--- src/rtl/multicycle_control.sv ---
// Multicycle control unit for the load-store RISC-V datapath.
// Steps lw/sw/add/sub/addi/beq/bne through FETCH/DECODE/EXEC/MEM/WB/BRANCH and counts retired instructions.
module multicycle_control #(
    parameter int RETIRED_WIDTH   = 16,
    parameter bit TRAP_ON_ILLEGAL = 1'b1
) (
    input  logic                     CLK,
    input  logic                     reset,
    input  logic                     run,
    input  logic [6:0]               opcode,
    input  logic [2:0]               funct3,
    input  logic                     funct7_5,
    input  logic                     zero,
    output logic                     load_ir,
    output logic                     sub,
    output logic                     ULA_din2_sel,
    output logic                     RF_din_sel,
    output logic                     WE_RF,
    output logic                     WE_MEM,
    output logic                     load_pc,
    output logic                     pc_next_sel,
    output logic                     illegal,
    output logic                     busy,
    output logic [2:0]               state,
    output logic [RETIRED_WIDTH-1:0] retired
);

    typedef enum logic [2:0] {
        FETCH  = 3'd0,
        DECODE = 3'd1,
        EXEC   = 3'd2,
        MEM    = 3'd3,
        WB     = 3'd4,
        BRANCH = 3'd5,
        TRAP   = 3'd7
    } state_t;

    localparam logic [6:0] OP_LW   = 7'b0000011;
    localparam logic [6:0] OP_SW   = 7'b0100011;
    localparam logic [6:0] OP_R    = 7'b0110011;
    localparam logic [6:0] OP_ADDI = 7'b0010011;
    localparam logic [6:0] OP_BR   = 7'b1100011;

    state_t st;
    logic   is_lw, is_sw, is_r, is_addi, is_br;

    assign is_lw   = (opcode == OP_LW);
    assign is_sw   = (opcode == OP_SW);
    assign is_r    = (opcode == OP_R);
    assign is_addi = (opcode == OP_ADDI);
    assign is_br   = (opcode == OP_BR) && (funct3[2:1] == 2'b00);

    // Strobes are registered for the state being entered, so each is a clean
    // function of the current state; only load_ir and pc_next_sel need to
    // follow run / zero within the cycle.
    always_ff @(posedge CLK or posedge reset) begin
        if (reset) begin
            st           <= FETCH;
            sub          <= 1'b0;
            ULA_din2_sel <= 1'b0;
            RF_din_sel   <= 1'b0;
            WE_RF        <= 1'b0;
            WE_MEM       <= 1'b0;
            load_pc      <= 1'b0;
            illegal      <= 1'b0;
            retired      <= '0;
        end else begin
            sub          <= 1'b0;
            ULA_din2_sel <= 1'b0;
            RF_din_sel   <= 1'b0;
            WE_RF        <= 1'b0;
            WE_MEM       <= 1'b0;
            load_pc      <= 1'b0;
            if (load_pc)
                retired <= retired + RETIRED_WIDTH'(1);
            case (st)
                FETCH: if (run) st <= DECODE;
                DECODE: begin
                    if (is_lw || is_sw || is_r || is_addi) begin
                        st           <= EXEC;
                        ULA_din2_sel <= ~is_r;
                        sub          <= is_r & funct7_5;
                    end else if (is_br) begin
                        st      <= BRANCH;
                        sub     <= 1'b1;
                        load_pc <= 1'b1;
                    end else if (TRAP_ON_ILLEGAL) begin
                        st      <= TRAP;
                        illegal <= 1'b1;
                    end else begin
                        st           <= WB;
                        ULA_din2_sel <= 1'b1;
                        load_pc      <= 1'b1;
                    end
                end
                EXEC: begin
                    if (is_lw || is_sw) begin
                        st           <= MEM;
                        ULA_din2_sel <= 1'b1;
                        WE_MEM       <= is_sw;
                        load_pc      <= is_sw;
                    end else begin
                        st           <= WB;
                        ULA_din2_sel <= ~is_r;
                        sub          <= is_r & funct7_5;
                        WE_RF        <= 1'b1;
                        RF_din_sel   <= 1'b1;
                        load_pc      <= 1'b1;
                    end
                end
                MEM: begin
                    if (is_sw) begin
                        st <= FETCH;
                    end else begin
                        st           <= WB;
                        ULA_din2_sel <= 1'b1;
                        WE_RF        <= 1'b1;
                        load_pc      <= 1'b1;
                    end
                end
                WB, BRANCH: st <= FETCH;
                TRAP:       st <= TRAP;
                default:    st <= FETCH;
            endcase
        end
    end

    assign load_ir     = (st == FETCH) & run & ~reset;
    assign pc_next_sel = (st == BRANCH) & (funct3[0] ? ~zero : zero);
    assign busy        = (st != FETCH);
    assign state       = st;

endmodule

--- config.mk ---
export PLATFORM = sky130hd
export DESIGN_NAME = multicycle_control
export DESIGN_NICKNAME = d
export VERILOG_FILES = /design/src/rtl/multicycle_control.sv
export SDC_FILE = /design/constraint.sdc
export NUM_CORES = 1
export LEC_CHECK = 0
export ABC_AREA = 1
export ABC_CLOCK_PERIOD_IN_PS = 1790
export CORE_AREA = 5 5 70 72
export CTS_CLUSTER_DIAMETER = 100
export DETAILED_ROUTE_END_ITERATION = 8
export DIE_AREA = 0 0 75 77
export GPL_TIMING_DRIVEN = 0
export MAX_ROUTING_LAYER = met4
export SLEW_MARGIN = 20
export SYNTH_ARGS = -nofsm -noshare
export SYNTH_HDL_FRONTEND = slang
export SYNTH_SLANG_ARGS = --single-unit
--- constraint.sdc ---
create_clock -name CLK -period 1.79 [get_ports CLK]
set_clock_uncertainty 0.15 [all_clocks]
set_input_delay 0.358 -clock CLK [delete_from_list [all_inputs] [get_ports CLK]]
set_output_delay 0.358 -clock CLK [all_outputs]
set_load 0.03 [all_outputs]
## After elaboration in Yosys (flattened, before gate mapping)

Cells that the tools add are included.

- Flip-flop bits (word level): 26
- Logic and storage cells: 61

- $add $sub $neg: 1
- Equality and inequality tests: 11
- Mux-type cells: 23
- Bitwise operators: 9
- Reduce and logical (&&, ||, !) cells: 8

Operator list:

| operator | count |
|---|---|
| adder 16 x 1 -> 16 bit (second input constant) | 1 |
| case mux 3 bit (5 select lines) | 1 |
| equality test 7 x 6 -> 1 bit (second input constant) | 2 |
| 2-to-1 mux 1 bit | 13 |
| 2-to-1 mux 3 bit | 4 |
| equality test 7 x 2 -> 1 bit (second input constant) | 1 |
| equality test 7 x 5 -> 1 bit (second input constant) | 1 |
| equality test 7 bit (second input constant) | 1 |
| equality test 3 x 2 -> 1 bit (second input constant) | 2 |
| equality test 3 bit (second input constant) | 2 |
| case mux 1 bit (3 select lines) | 2 |
| inverter 1 bit | 5 |
| AND 1 bit | 4 |
| case mux 1 bit (2 select lines) | 2 |
| equality test 3 x 1 -> 1 bit (second input constant) | 1 |
| logical NOT 3 bit | 1 |
| logical OR 1 bit | 3 |
| AND reduction 3 bit | 1 |
| nonzero test 3 bit | 1 |
| logical NOT 2 bit | 1 |
| 2-to-1 mux 2 bit | 1 |
| inequality test 2 bit (second input constant) | 1 |
| logical AND 1 bit | 1 |

## Depth between registers and ports, before layout

Gate-level depths: netlist of run 1.

- Word-level depth: 6
- Mapped depth: 9
- Gate-level depth less buffers: 9

## Worst setup path after synthesis of run 1

Ideal clock, no wire load.

- Path type: register to output
- From: reg st[0] (netlist: state[0])
- To: out pc_next_sel
- Arrival time: 1.688 ns
- Data required time: 1.282 ns
- Slack: -0.406 ns
- Cell stages (with the launch flop): 3
- Cell sequence: dfrtp_1 inv_1 nor4_1

- Cells in the longest elaborated chain, start to end: 2

Ends and longest elaborated chain:

| element | line | RTL |
|---|---|---|
| from (decl) | 44 | `state_t st;` |
| from (signal assigned) | 58 | `st <= FETCH;` |
| from (signal assigned) | 77 | `FETCH: if (run) st <= DECODE;` |
| from (signal assigned) | 80 | `st <= EXEC;` |
| equality test 3 bit | 129 | `assign pc_next_sel = (st == BRANCH) & (funct3[0] ? ~zero : zero);` |
| AND 1 bit | 129 |  |
| to (decl) | 21 | `output logic pc_next_sel,` |

No other way between the ends.

## Final worst setup path of run 1

- From: reg st[0] (netlist: state[0])
- To: out state[0]

RTL lines:

| element | line | RTL |
|---|---|---|
| to (decl) | 24 | `output logic [2:0] state,` |

No word-level cell between the ends.

==> results of run 1 <==
layer usage:
metal  wire length (µm)  part of all wire (%)  vias up
met5                  0                     0        -
met1               1334                    42      566
li1                   -                     -      635
met4                 36                   1.1        0
met2               1604                    51       32
met3                170                   5.4        5
sequential cells by signal, indices dropped and copies added, names as in the netlist:
register and cells:
state 3, ULA_din2_sel 1, load_pc 1, RF_din_sel 1, illegal 1, WE_MEM 1
WE_RF 1, retired 16, sub 1
cells by family (layout without fill, tap and decap cells):
kind of cell,count (synthesis),count (layout),synth area share (%)
AOI/OAI and AO/OA,7,7,2.878
buffers and inverters,26,77,7.465
DFF,26,26,46.76
xor gates and xnor gates,12,12,7.554
and+or+nand+nor,99,99,34.44
adders and majority gates,1,1,0.8991
worst max-delay path, delay by kind of cell (launching register included):
family,cells,cell delay (ps)
flip-flops,1,440
buffers and inverters,2,500
final timing paths:
path	startpoint	endpoint	slack [ps]
max in group asynchronous	reset	retired[11]	1010
worst min register to register	illegal	illegal	320
worst max-delay path	state[0]	state[0]	60
worst min-delay path	reset	retired[15]	170
worst max register to register	retired[1]	retired[14]	220
min in group CLK	illegal	illegal	320
power by group:
part	switching, mW	leakage (nW)	internal [mW]
logic	0.682	0.721	0.359
clock network	0.184	0.0288	0.197
registers	0.121	0.342	0.712
total	0.987	1.09	1.27
cell usage in the layout, fill, tap and decap left out, types with 2 or more instances in the layout:
cell type,n
nand4_1,2
dfrtp_1,24
nor2_4,2
xor2_1,10
inv_2,3
buf_4,6
nor2_2,3
nand2_1,44
clkbuf_8,4
nor3_1,3
inv_1,20
clkdlybuf4s50_1,11
nor3_2,2
dfrtp_2,2
nand3_1,15
nand2_2,2
nor3_4,2
dlymetal6s2s_1,4
nor2_1,19
o21ai_0,4
dlygate4sd2_1,25
layout make-up:
class,instances,area share [%]
flip-flops and latches,26,33.02
well taps,52,3.289
multi-input cells,119,33.90
plain buffers,1,0.3795
clock buffers,4,2.783
repair inverters,1,0.2530
inverters,25,5.060
repair buffers,46,21.32
per-stage QoR:
| stage | power, mW | instance area [µm²] | TNS [ps] | hold WS (ps) |
|---|---|---|---|---|
| final | 2.254 | 1978 | 0 | 173.0 |
| after global routing | 2.416 | 1978 | 0 | 193.9 |
| after CTS | 2.244 | 1939 | -45.05 | 191.3 |
| after detailed placement | 1.920 | 1901 | -2378 | 305.2 |
| after global placement | 1.906 | 1901 | -2152 | 310.2 |
| after floorplan | 1.496 | 1405 | -180.7 | 256.3 |
repair_timing:
item	4_1_cts	5_1_grt
endpoints found under the setup margin	27	5
buffers inserted	1	2
pin swaps	0	1
gates resized for setup	45	13
endpoints found under the hold margin	0	0
gates cloned	1	0
==> reports/metrics.cfg, run 1 <==
[timing]
period_share_pct=96.44
setup_ws_ps=63.65
slew_viol_final=0
tightest_slew_ps=583.7
rsz0062_at_grt=no
hold_violations=0
max_freq_mhz=579.3
setup_viol_count_final=0
max_slew_margin_pct=60.88
post-route-min-period_ps=1726

[cts]
cts_made_buffers=3
htreeDepth=1
ctsHoldBuffers=0
clock_latency_ps=270
cts_tree=done
cts_root_buf=clkbuf_8
cts_sinks=26
clock_path_buffers=2
clk_pin_slew_worst_paths_ps=90

[die]
die_area_um2=5775
rows=24
coreArea_um2=4234
num_io_pins=44
die_width_um=75
initial_core_util_pct=32.86
dieHeight_um=77

[synth]
yosysWarnings=0
synth.top_cell.area_share_pct=46.76
synth_area_leaders=dfrtp_1 47%, nand2_1 12%, inv_1 6.5%
synth_cell_types=25
synth_most_common_cell=nand2_1
synth_seq_cells=26
synth_fp_nets=187
yosysSeqAreaShare_pct=46.76
synth_ff_type=dfrtp_1
syn_inst=171
synthTopCellsByCount=44 x nand2_1, 26 x dfrtp_1, 24 x inv_1
mappedNetlistArea_um2=1391
synth_largest_area_cell=dfrtp_1
synth_edf_count=0
synth.avg_cell_area_um2=8.136
async_flop_share_pct=100.0

[worst_setup_path]
critPathRequiredTime_ps=1280
endpoint_kind=output port
worst_ep_arrival_time_ps=1220
slowest_delay_ps=440
startpoint_type=flop
ff2ff_path_depth=8
path_cells=buf_4, dlygate4sd2_1
path_max_fanout=3
cp_slowest_cell=dfrtp_2
path_class=flop to output port

[grt]
use_met2_pct=20.91
use_met3_pct=2.745
grt_remaining_overflow=0
antenna_found_initial=0
grt_pass1_vias=1183
grt_usage_pct=11.69
grt_pass1_wl_mm=5.133
use_met1_pct=12.79
grt_max_degree=15
grt_busiest_layer=met2

[final_layout]
fill_cells=444
layoutNonFillerInstCount=274
drive_gt1_share_pct=15.77
antenna_cells=0
fin_util_pct=46.72
multi_input_area_um2=670.6
fin_nets=239
area_growth_pct=42.18
final-seq-area_um2=653.1

[routing]
antenna_left=0
totalWireLength_mm=3.145
vias=1238
drc=0
first_pass_iters=2
drt_iter0_markers=33
vias_per_cell=4.518
drt-wirelength-per-cell_um=11.48

[place]
io_buffers=43
hpwl_mm=2.397
dp.cells=266
place_ws_ps=-1340
gp_congestion=0.7906

[power]
leakage_nw=1.092
vdd_ir_drop_max_uv=576.4
p_per_area_nw_per_um2=1139

[outcome]
outcome=complete, no violations

[hold_path]
min_path_type=primary input to async pin

[job]
cap_viol_max_count=0

(Power assumes the default switching activity.)
==> run 2, diff against run 1 <==
--- a/config.mk
+++ b/config.mk
@@ -7,10 +7,10 @@
 export LEC_CHECK = 0
 export ABC_AREA = 1
 export ABC_CLOCK_PERIOD_IN_PS = 1790
-export CORE_AREA = 5 5 70 72
+export CORE_AREA = 5 5 63 79
 export CTS_CLUSTER_DIAMETER = 100
 export DETAILED_ROUTE_END_ITERATION = 8
-export DIE_AREA = 0 0 75 77
+export DIE_AREA = 0 0 68 84
 export GPL_TIMING_DRIVEN = 0
 export MAX_ROUTING_LAYER = met4
 export SLEW_MARGIN = 20
==> constraint.sdc (replaced) <==
create_clock -name CLK -period 1.79 [get_ports CLK]
set_clock_uncertainty 0.15 [all_clocks]
set_input_delay 0.2685 -clock CLK [delete_from_list [all_inputs] [get_ports CLK]]
set_output_delay 0.2685 -clock CLK [all_outputs]
set_load 0.03 [all_outputs]
==> run 2 against run 1 <==
Die area shrank 1.1%. Via count grew 0.48%. Cell area shrank 0.70%. Sequential cell count is the same. Sequential power shrank 2%. Utilization shrank 0.20 points. Register-to-register slack is essentially flat. Non-clock buffer count is the same. Fmax shrank 0.46%. Total power shrank 2.0%. Global-route usage grew 1.3 points. Clock power shrank 13%. Highest routed layer unchanged.
==> reports/metrics.cfg, run 2 (same netlist as run 1, synthesis figures left out) <==
[outcome]
outcome=complete, no violations

[timing]
fin_tns_setup_ps=0
hold_violations=0
max_freq_mhz=576.6
period_share_pct=96.89
tightest_slew_ps=590.6
post-route-min-period_ps=1734
whs_ps=73.16
slew_viol_final=0
setup_viol_count_final=0
setup_ws_ps=55.67
max_slew_margin_pct=60.41
rsz0062_at_grt=no

[worst_setup_path]
path_class=flop to output port
critPathRequiredTime_ps=1370
path_cells=clkdlybuf4s50_1
crit_buf_inv=1
path_delay_family=buffers and inverters
path_max_fanout=3
startpoint_type=flop
endpoint_kind=output port
worst_ep_arrival_time_ps=1320
cp_slowest_cell=clkdlybuf4s50_1
slowest_delay_ps=680

[cts]
htreeDepth=1
clk_pin_slew_worst_paths_ps=90
cts_made_buffers=3
clock_path_buffers=2
ctsHoldBuffers=0
cts_sinks=26
cts_tree=done
clock_latency_ps=270
cts_root_buf=clkbuf_8

[place]
place_ws_ps=-1167
placed_area_um2=1908
dp.cells=272
hpwl_mm=2.445
gp_congestion=0.8190
io_buffers=43

[routing]
vias_per_cell=4.459
vias=1244
totalWireLength_mm=3.238
drt-wirelength-per-cell_um=11.61
first_pass_iters=4
drt_iter0_markers=36
antenna_left=0
drc=0

[final_layout]
final_cell_mix=44 x nand2_1, 26 x dfrtp_1, 22 x inv_1, 21 x clkdlybuf4s50_1, 19 x nor2_1
area_growth_pct=41.19
fin_nets=239
final_common_cell=nand2_1
antenna_cells=0
largest_reg_flops=16
fin_util_pct=46.52
drive_gt1_share_pct=13.12
layoutNonFillerInstCount=279
largest-register=retired
design_area_um2=1964

[die]
coreArea_um2=4223
die_area_um2=5712
num_io_pins=44
rows=27
initial_core_util_pct=32.95
dieHeight_um=84
die_width_um=68

[power]
total_power_mw=2.209
p_per_area_nw_per_um2=1125
leakage_nw=1.045
vdd_ir_drop_max_uv=691.0

[grt]
grt_pass1_wl_mm=5.471
antenna_found_initial=0
grt_remaining_overflow=0
grt_pass1_vias=1248
grt_max_degree=14
grt_usage_pct=13.01

[hold_path]
min_path_type=primary input to async pin

[job]
cap_viol_max_count=0

==> run 2: cell types whose count changed in the layout (fill, tap and decap cells not counted), moves of 2 or more <==
cell             delta
clkdlybuf4s50_1    +10
buf_4               -2
dfrtp_2             -2
dlygate4sd2_1       -9
dfrtp_1             +2
inv_2               -2
inv_1               +2
==> run 2: what timing repair did <==
item | CTS | global route
endpoints found under the setup margin | 20 | 6
setup buffers | 3 | 0
resized for setup | 31 | 5
cloned | 1 | 0
==> run 2: worst paths after layout <==
check / from / end / slack [ps] / cells after the start
max in group asynchronous: reset / RF_din_sel / 1100 / 2
worst min-delay path: reset / retired[14] / 70 / 2
worst min register to register: illegal / illegal / 320 / 2
worst max register to register: retired[0] / retired[14] / 230 / 8
min in group CLK: illegal / illegal / 320 / 2
worst max-delay path: retired[14] / retired[14] / 60 / 1
==> run 2: where the power goes <==
group          switching (mW)  internal [mW]
Clock                   0.181          0.151
Sequential              0.108          0.708
Combinational           0.675          0.387
==> run 2: layer usage <==
metal	vias to the layer above	part of all wire, %	global-route usage (%)	routed length [µm]
li1	634	-	-	-
met1	562	38	12.98	1237
met2	38	53	22.72	1717
met3	10	5.3	2.830	171
met4	0	3.4	6.691	111
met5	-	0	-	0
==> run 2: area by class of cell <==
| class | count | area, µm² |
|---|---|---|
| Fill cell | 423 | 2258 |
| Timing Repair Buffer | 46 | 431.7 |
| Sequential cell | 26 | 650.6 |
| Inverter | 25 | 100.1 |
| Tap cell | 58 | 72.57 |
| Multi-Input combinational cell | 119 | 655.6 |
| Clock buffer | 3 | 41.29 |
| Timing Repair inverter | 1 | 5.005 |
| Buffer | 1 | 7.507 |
